<file path="src/rtl/ibram_write_controller_if.sv">
// Stream-in / BRAM port A / read-side handshake bundle for the ping-pong input buffer writer.
// The controller sits on the slave modport; the producer/BRAM/read-controller side uses master.
interface ibram_write_controller_if #(
  parameter int STREAM_WIDTH = 64,
  parameter int WRITE_DEPTH  = 512
);
  localparam int AW = $clog2(WRITE_DEPTH);

  logic [STREAM_WIDTH-1:0] s_data;
  logic                    s_valid;
  logic                    s_last;
  logic                    s_ready;
  logic                    enaA;
  logic                    weA;
  logic [AW:0]             addrA_ping_pong;
  logic [STREAM_WIDTH-1:0] diA;
  logic [AW:0]             write_addr_pingpong_data;
  logic                    rd_release;
  logic                    rd_release_bank;
  logic [AW:0]             bank_len;
  logic                    bank_len_valid;
  logic                    release_err;

  modport slave (
    input  s_data, s_valid, s_last, rd_release, rd_release_bank,
    output s_ready, enaA, weA, addrA_ping_pong, diA,
           write_addr_pingpong_data, bank_len, bank_len_valid, release_err
  );

  modport master (
    output s_data, s_valid, s_last, rd_release, rd_release_bank,
    input  s_ready, enaA, weA, addrA_ping_pong, diA,
           write_addr_pingpong_data, bank_len, bank_len_valid, release_err
  );
endinterface

</file>
<file path="src/rtl/ibram_write_controller.sv">
// Writes an activation stream into a two-bank ping-pong BRAM, closing a bank on s_last or when
// full, and stalling the stream until the read side releases the next bank.
module ibram_write_controller #(
  parameter int STREAM_WIDTH = 64,
  parameter int WRITE_DEPTH  = 512
) (
  input logic                   clk,
  input logic                   rst_n,
  ibram_write_controller_if.slave bus
);
  localparam int AW = $clog2(WRITE_DEPTH);
  localparam logic [AW:0] LAST_PTR = (AW+1)'(WRITE_DEPTH - 1);

  localparam logic [1:0] IDLE      = 2'd0;
  localparam logic [1:0] FILL      = 2'd1;
  localparam logic [1:0] WAIT_FREE = 2'd2;

  logic [1:0]  state;
  logic        pp_wr;
  logic [AW:0] wr_ptr;
  logic [1:0]  bank_full;
  logic [AW:0] wptr_pub;
  logic [AW:0] bank_len;
  logic        bank_len_valid;
  logic        release_err;

  logic        s_ready;
  logic        accept;
  logic        close;
  logic        rel_ok;
  logic [AW:0] wr_ptr_inc;
  logic [1:0]  bf_rel;
  logic [1:0]  bf_nxt;

  // Ready is a pure state decode so it is 0 from the first reset edge.
  assign s_ready    = (state == FILL);
  assign accept     = bus.s_valid & s_ready;
  assign close      = accept & (bus.s_last | (wr_ptr == LAST_PTR));
  assign rel_ok     = bus.rd_release & bank_full[bus.rd_release_bank];
  assign wr_ptr_inc = wr_ptr + 1'b1;

  // Release is applied against the pre-edge flags first, then a close re-sets its bank.
  always_comb begin
    bf_rel = bank_full;
    if (rel_ok) bf_rel[bus.rd_release_bank] = 1'b0;
    bf_nxt = bf_rel;
    if (close) bf_nxt[pp_wr] = 1'b1;
  end

  always_ff @(posedge clk) begin
    if (!rst_n) begin
      state          <= IDLE;
      pp_wr          <= 1'b0;
      wr_ptr         <= '0;
      bank_full      <= 2'b00;
      wptr_pub       <= '0;
      bank_len       <= '0;
      bank_len_valid <= 1'b0;
      release_err    <= 1'b0;
    end else begin
      bank_len_valid <= 1'b0;
      bank_full      <= bf_nxt;
      if (bus.rd_release && !bank_full[bus.rd_release_bank]) release_err <= 1'b1;

      case (state)
        IDLE: state <= FILL;
        FILL: begin
          if (close) begin
            bank_len       <= wr_ptr_inc;
            bank_len_valid <= 1'b1;
            pp_wr          <= ~pp_wr;
            wr_ptr         <= '0;
            wptr_pub       <= {~pp_wr, {AW{1'b0}}};
            state          <= bf_rel[~pp_wr] ? WAIT_FREE : FILL;
          end else if (accept) begin
            wr_ptr   <= wr_ptr_inc;
            wptr_pub <= {pp_wr, wr_ptr_inc[AW-1:0]};
          end
        end
        WAIT_FREE: if (!bank_full[pp_wr]) state <= FILL;
        default: state <= IDLE;
      endcase
    end
  end

  assign bus.s_ready                  = s_ready;
  assign bus.enaA                     = accept;
  assign bus.weA                      = accept;
  assign bus.addrA_ping_pong          = {wr_ptr[AW-1:0], pp_wr};
  assign bus.diA                      = bus.s_data[STREAM_WIDTH-1:0];
  assign bus.write_addr_pingpong_data = wptr_pub;
  assign bus.bank_len                 = bank_len;
  assign bus.bank_len_valid           = bank_len_valid;
  assign bus.release_err              = release_err;
endmodule

</file>
<file path="src/flat_wrapper.sv">
// flat-port wrapper written by rule: the top's interface ports become plain ports
module ibram_write_controller_flat 
#(
  parameter int STREAM_WIDTH = 64,
  parameter int WRITE_DEPTH  = 512
)
  (clk, rst_n, bus_s_data, bus_s_valid, bus_s_last, bus_rd_release, bus_rd_release_bank, bus_s_ready, bus_enaA, bus_weA, bus_addrA_ping_pong, bus_diA, bus_write_addr_pingpong_data, bus_bank_len, bus_bank_len_valid, bus_release_err);
  ibram_write_controller_if #(.STREAM_WIDTH(STREAM_WIDTH), .WRITE_DEPTH(WRITE_DEPTH)) bus_i ();
  input logic clk;
  input logic rst_n;
  input wire logic [$bits(bus_i.s_data)-1:0] bus_s_data;
  input wire logic [$bits(bus_i.s_valid)-1:0] bus_s_valid;
  input wire logic [$bits(bus_i.s_last)-1:0] bus_s_last;
  input wire logic [$bits(bus_i.rd_release)-1:0] bus_rd_release;
  input wire logic [$bits(bus_i.rd_release_bank)-1:0] bus_rd_release_bank;
  output wire logic [$bits(bus_i.s_ready)-1:0] bus_s_ready;
  output wire logic [$bits(bus_i.enaA)-1:0] bus_enaA;
  output wire logic [$bits(bus_i.weA)-1:0] bus_weA;
  output wire logic [$bits(bus_i.addrA_ping_pong)-1:0] bus_addrA_ping_pong;
  output wire logic [$bits(bus_i.diA)-1:0] bus_diA;
  output wire logic [$bits(bus_i.write_addr_pingpong_data)-1:0] bus_write_addr_pingpong_data;
  output wire logic [$bits(bus_i.bank_len)-1:0] bus_bank_len;
  output wire logic [$bits(bus_i.bank_len_valid)-1:0] bus_bank_len_valid;
  output wire logic [$bits(bus_i.release_err)-1:0] bus_release_err;
  assign bus_i.s_data = bus_s_data;
  assign bus_i.s_valid = bus_s_valid;
  assign bus_i.s_last = bus_s_last;
  assign bus_i.rd_release = bus_rd_release;
  assign bus_i.rd_release_bank = bus_rd_release_bank;
  assign bus_s_ready = bus_i.s_ready;
  assign bus_enaA = bus_i.enaA;
  assign bus_weA = bus_i.weA;
  assign bus_addrA_ping_pong = bus_i.addrA_ping_pong;
  assign bus_diA = bus_i.diA;
  assign bus_write_addr_pingpong_data = bus_i.write_addr_pingpong_data;
  assign bus_bank_len = bus_i.bank_len;
  assign bus_bank_len_valid = bus_i.bank_len_valid;
  assign bus_release_err = bus_i.release_err;
  ibram_write_controller #(.STREAM_WIDTH(STREAM_WIDTH), .WRITE_DEPTH(WRITE_DEPTH)) u_core (.clk(clk), .rst_n(rst_n), .bus(bus_i));
endmodule
</file>
<file path="config.mk">
export PLATFORM = sky130hd
export DESIGN_NAME = ibram_write_controller_flat
export DESIGN_NICKNAME = d
export VERILOG_FILES = /design/src/rtl/ibram_write_controller_if.sv /design/src/rtl/ibram_write_controller.sv /design/src/flat_wrapper.sv
export SDC_FILE = /design/constraint.sdc
export NUM_CORES = 1
export LEC_CHECK = 0
export ABC_AREA = 1
export CAP_MARGIN = 30
export CORE_MARGIN = 2
export CORE_UTILIZATION = 34
export CTS_CLUSTER_DIAMETER = 100
export CTS_CLUSTER_SIZE = 30
export DETAILED_ROUTE_END_ITERATION = 10
export GPL_TIMING_DRIVEN = 0
export PLACE_DENSITY = 0.95
export SETUP_SLACK_MARGIN = 0.2
export SLEW_MARGIN = 40
export SYNTH_ARGS = -nofsm -noshare
export SYNTH_HDL_FRONTEND = slang
export SYNTH_SLANG_ARGS = --single-unit
</file>
<file path="constraint.sdc">
create_clock -name clk -period 3.4 [get_ports clk]
set_input_delay 0.34 -clock clk [delete_from_list [all_inputs] [get_ports clk]]
set_output_delay 0.34 -clock clk [all_outputs]
set_load 0.005 [all_outputs]
</file>
# == Word level (Yosys, flattened, before mapping) ==
# Cells that the tools add are included.
# word_totals
output_inout_bits,99
elab_cells,58
input_bits,70
reg_bits,37
# classes
n_eq_ne,5
n_lt_le_gt_ge,5
n_addsub,1
bitwise,8
n_mux,21
n_reduce_logical,10
# ops
cell,count
$mux 10,4
$add 10x1->10 const B,1
$eq 10x9->1 const B,1
$mux 2,5
$mux 1,9
$reduce_and 2->1,4
$lt 1x2->1 const B,3
$pmux 2 s3,1
$ne 2x2->1 const B,2
$and 1x1->1,3
$logic_and 1x1->1,3
$and 2x2->2,1
$demux 1 s1,2
$eq 2x1->1 const B,1
$eq 2x2->1 const B,1
$ge 1x1->1 const B,2
$logic_not 2->1,1
$not 2->2,1
$or 2x2->2,1
$reduce_bool 2->1,1
$logic_not 1->1,1
$not 1->1,1
$or 1x1->1,1

# == Longest topological paths before layout ==
# logic_depth
depth_word,12
ltp_mapped,10
ltp_nobuf,10

# == Worst setup path before layout ==
# OpenSTA, ideal clock, no wires.
# synth_timing
path_type,flip-flop to flip-flop
start,"register, netlist name u_core.bus.write_addr_pingpong_data[0]"
end,register u_core.bank_len[4] (netlist: u_core.bus.bank_len[4])
path_buffers,0
slack_ns,1.989
t_required_ns,3.277
path_stages_with_launch,11
arrival_ns,1.288
cell_sequence,dfxtp_1 ha_1 nand2_2 nor2_4 nand3_2 nand2_4 nand2_4 nand2_4 inv_4 nand2_1 o21ai_1
# synth_rtl
item,line,source
end signal: assignment,ibram_write_controller.sv:69,bank_len <= wr_ptr_inc;
end: declaration,ibram_write_controller.sv:23,logic [AW:0] bank_len;

# == Worst setup path in the final report ==
# layout_timing
start,input port bus_s_valid
end,output port bus_weA
# layout_between
elab_chain_cells,1
# layout_lines
item,line,source
start: declaration,flat_wrapper.sv:12,input wire logic [$bits(bus_i.s_valid)-1:0] bus_s_valid;
$and 1x1->1,ibram_write_controller.sv:37,assign accept = bus.s_valid & s_ready;
end: declaration,flat_wrapper.sv:18,output wire logic [$bits(bus_i.weA)-1:0] bus_weA;
# No other way between the ends.

==> reports/summary.txt <==
First-pass GRT wire length: 7238 um
Min cycle time layout: 2.281 ns
Post-Syn Area per Cell: 7.434 sq um
Post-route setup TNS: 0 ns
DP Cell Count: 433
Largest delay share family, worst path: buffers and inverters
Clock Latency Late Sink: 0.28 ns
Critical Path Slowest Stage Cell: clkdlybuf4s50_1
Vias per cell: 4.254
Hold Path Class: flop to flop
CP Capture Type: output pin
Period Utilization, post-route: 67.09%
Hold_buf cts: 0
Slew Viols, Final: 0
Worst Skew: 0.007057 ns
Worst-Margin Slew: 0.4108 ns
Core area: 5473 sq um
Max stage delay on crit path: 0.49 ns
CTS Root Cell: clkbuf_8
H-tree depth: 1
# fillers: 533
CTS Buf Count: 3
Leading post-synthesis cells by cell area: buf_4 33%, dfxtp_1 29%, nand2_1 11%
Nets: 437
#FFs+latches synth: 28
Worst Path Buf+Inv: 5
Starting Density: 34.91%
Syn_nets: 328
Netlist cell types: 26
Clock sinks: 28
Initial antenna violation count: 0
Ant diodes: 0
I/O pin count: 169
Crit-path most repeated cell: clkdlybuf4s50_1
Max clock buf depth: 2
Crit Path Category: input port to output pin
DRC errors left: 0
P_leak: 1.428 nW
Layout cells sized above 1: 28.49%
DP Worst Slack: 1.100 ns
Area of the mapped netlist: 1911 sq um
Die width: 78.96 um
Fmax: 438.4 MHz
Vias: 1859
Peak VDD IR: 0.1749 mV
Outcome: finished, final reports clean
Vias in the first global route: 1725
CTS tree: built
Worst reg-to-reg setup slack: 1.76 ns
# setup viols final: 0
Total track usage: 13.99%
Crit path arrival time: 1.94 ns
Drt pass-1 iters: 4
# Post-CTS Setup Buffers: 0
Max cap viols: 0
Area leader, netlist: buf_4
Top cell type's share of synthesized area: 33.01%
RSZ-0062 raised after global routing: no
Final ANT Viol Nets: 0
PwrDens: 277.8 nW/um^2
Final number of hold-violating endpoints: 0
Post-CTS resize count: 0
Crit-path max FO: 11
Initial DRC count: 66
DP HPWL: 3761 um
Sequential share of the synthesized area: 29.34%
Mapped Cells: 257
Non-Filler Instances: 437
Slew margin rel.: 72.62%
DIE AREA: 6235 sq um
Clock transition at path regs: 0.10 ns
Area added between synthesis and finish: 62.08%
Final worst-path setup slack: 1.119 ns
Avg WL per Cell: 10.22 um
Routability Congestion: 0.8288
Crit-path cells: clkdlybuf4s50_1 -> inv_1 -> nor2_8 -> buf_2 -> buf_4 -> clkdlybuf4s50_1
Synth Warn #: 0
Buffers on Ports: 104
Final Util: 56.58%
Die Y: 78.96 um
Worst endpoint required time: 3.06 ns
Row count: 27
Critical Path Start Type: input port
WL final: 4466 um
Largest net degree at the start of global routing: 16
Grt ovf: 0
worst reg2reg max path: cells and delay by family, from the launching register on:
family / cells / cell delay [ns]
flops: 1 / 0.42
compound gates: 1 / 0.06
fa+ha+maj: 1 / 0.24
buf+inv: 1 / 0.07
simple gates: 7 / 0.74
routing by layer:
layer,vias to the layer above,part of all wire [%],global-route usage [%]
met2,104,50,24.66
met1,819,40,16.94
li1,929,-,-
met5,-,0,0
met3,7,9.0,2.841
met4,0,1.3,4.655
report_power, final:
part | leakage [nW] | switching, mW | total [mW] | internal (mW)
registers | 0.229 | 0.0172 | 0.362 | 0.345
logic | 1.17 | 0.0949 | 0.292 | 0.197
clock network | 0.0288 | 0.103 | 0.207 | 0.104
total | 1.43 | 0.215 | 0.860 | 0.645
worst paths after layout:
kind                                                             start                endpoint  cells after the start
worst max register to register  u_core.bus.write_addr_pingpong_data[0]  u_core.bus.bank_len[4]                     10
worst min-delay path                            u_core.bus.bank_len[8]  u_core.bus.bank_len[8]                      2
worst min register to register                  u_core.bus.bank_len[8]  u_core.bus.bank_len[8]                      2
worst max-delay path                                       bus_s_valid                 bus_weA                      6
sequential cells by signal (all words and copies together), names as in the netlist:
register	count
u_core.bus.bank_len	10
u_core.bus.write_addr_pingpong_data	10
u_core.bank_full	2
u_core.state	2
u_core.bus.bank_len_valid	1
u_core.bus.release_err	1
u_core.pp_wr	1
u_core.wr_ptr	1
synthesized netlist by cell type:
library cell   n
a21oi_1       10
buf_2          1
buf_4         84
clkbuf_1       1
dfxtp_1       28
ha_1           1
inv_1         17
inv_2          2
inv_4          1
nand2_1       57
nand2_2        3
nand2_4        3
nand3_1        5
nand3_2        1
nand4_1        1
nor2_1        13
nor2_2         1
nor2_4         2
nor2_8         2
nor3_1         2
nor4_1         1
o21a_1         1
o21ai_0       12
o21ai_1        2
o21bai_1       1
xor2_1         5
cell usage in the layout, fill, tap and decap left out, drive strengths merged:
master         instances
a21oi                 10
buf                   85
clkbuf                 5
clkdlybuf4s50        104
dfxtp                 28
ha                     1
inv                   20
nand2                 63
nand3                  6
nand4                  1
nor2                  18
nor3                   2
nor4                   1
o21a                   1
o21ai                 14
o21bai                 1
xor2                   5
area by class of cell:
type,instances,area (sq um),area share [%]
buffer,86,639.4,20.65
clock buffer,4,55.05,1.778
inverter,20,77.57,2.505
multi-input combinational,123,633.1,20.44
sequential,28,560.5,18.10
tap,72,90.09,2.909
timing repair buffer,104,1041,33.62
kinds of logic after synthesis:
| family | after synthesis | share of synthesized area [%] |
|---|---|---|
| adder cells (fa/ha/maj) | 1 | 0.6548 |
| flip-flops | 28 | 29.34 |
| AND/OR/NAND/NOR | 91 | 23.12 |
| AO/OA/AOI/OAI | 26 | 7.073 |
| XOR/XNOR | 5 | 2.292 |
| buffers and inverters | 106 | 37.52 |
per-stage QoR:
stage	hold slack, ns	area, sq um	power (mW)
5_1_grt	0.4682	3097	0.9041
2_1_floorplan	0.4413	1911	0.5130
3_5_place_dp	0.4332	3042	0.6633
6_report	0.4474	3097	0.8604
3_3_place_gp	0.4316	3042	0.6558
4_1_cts	0.4518	3097	0.8687
Power figures use the tool's default switching activity.
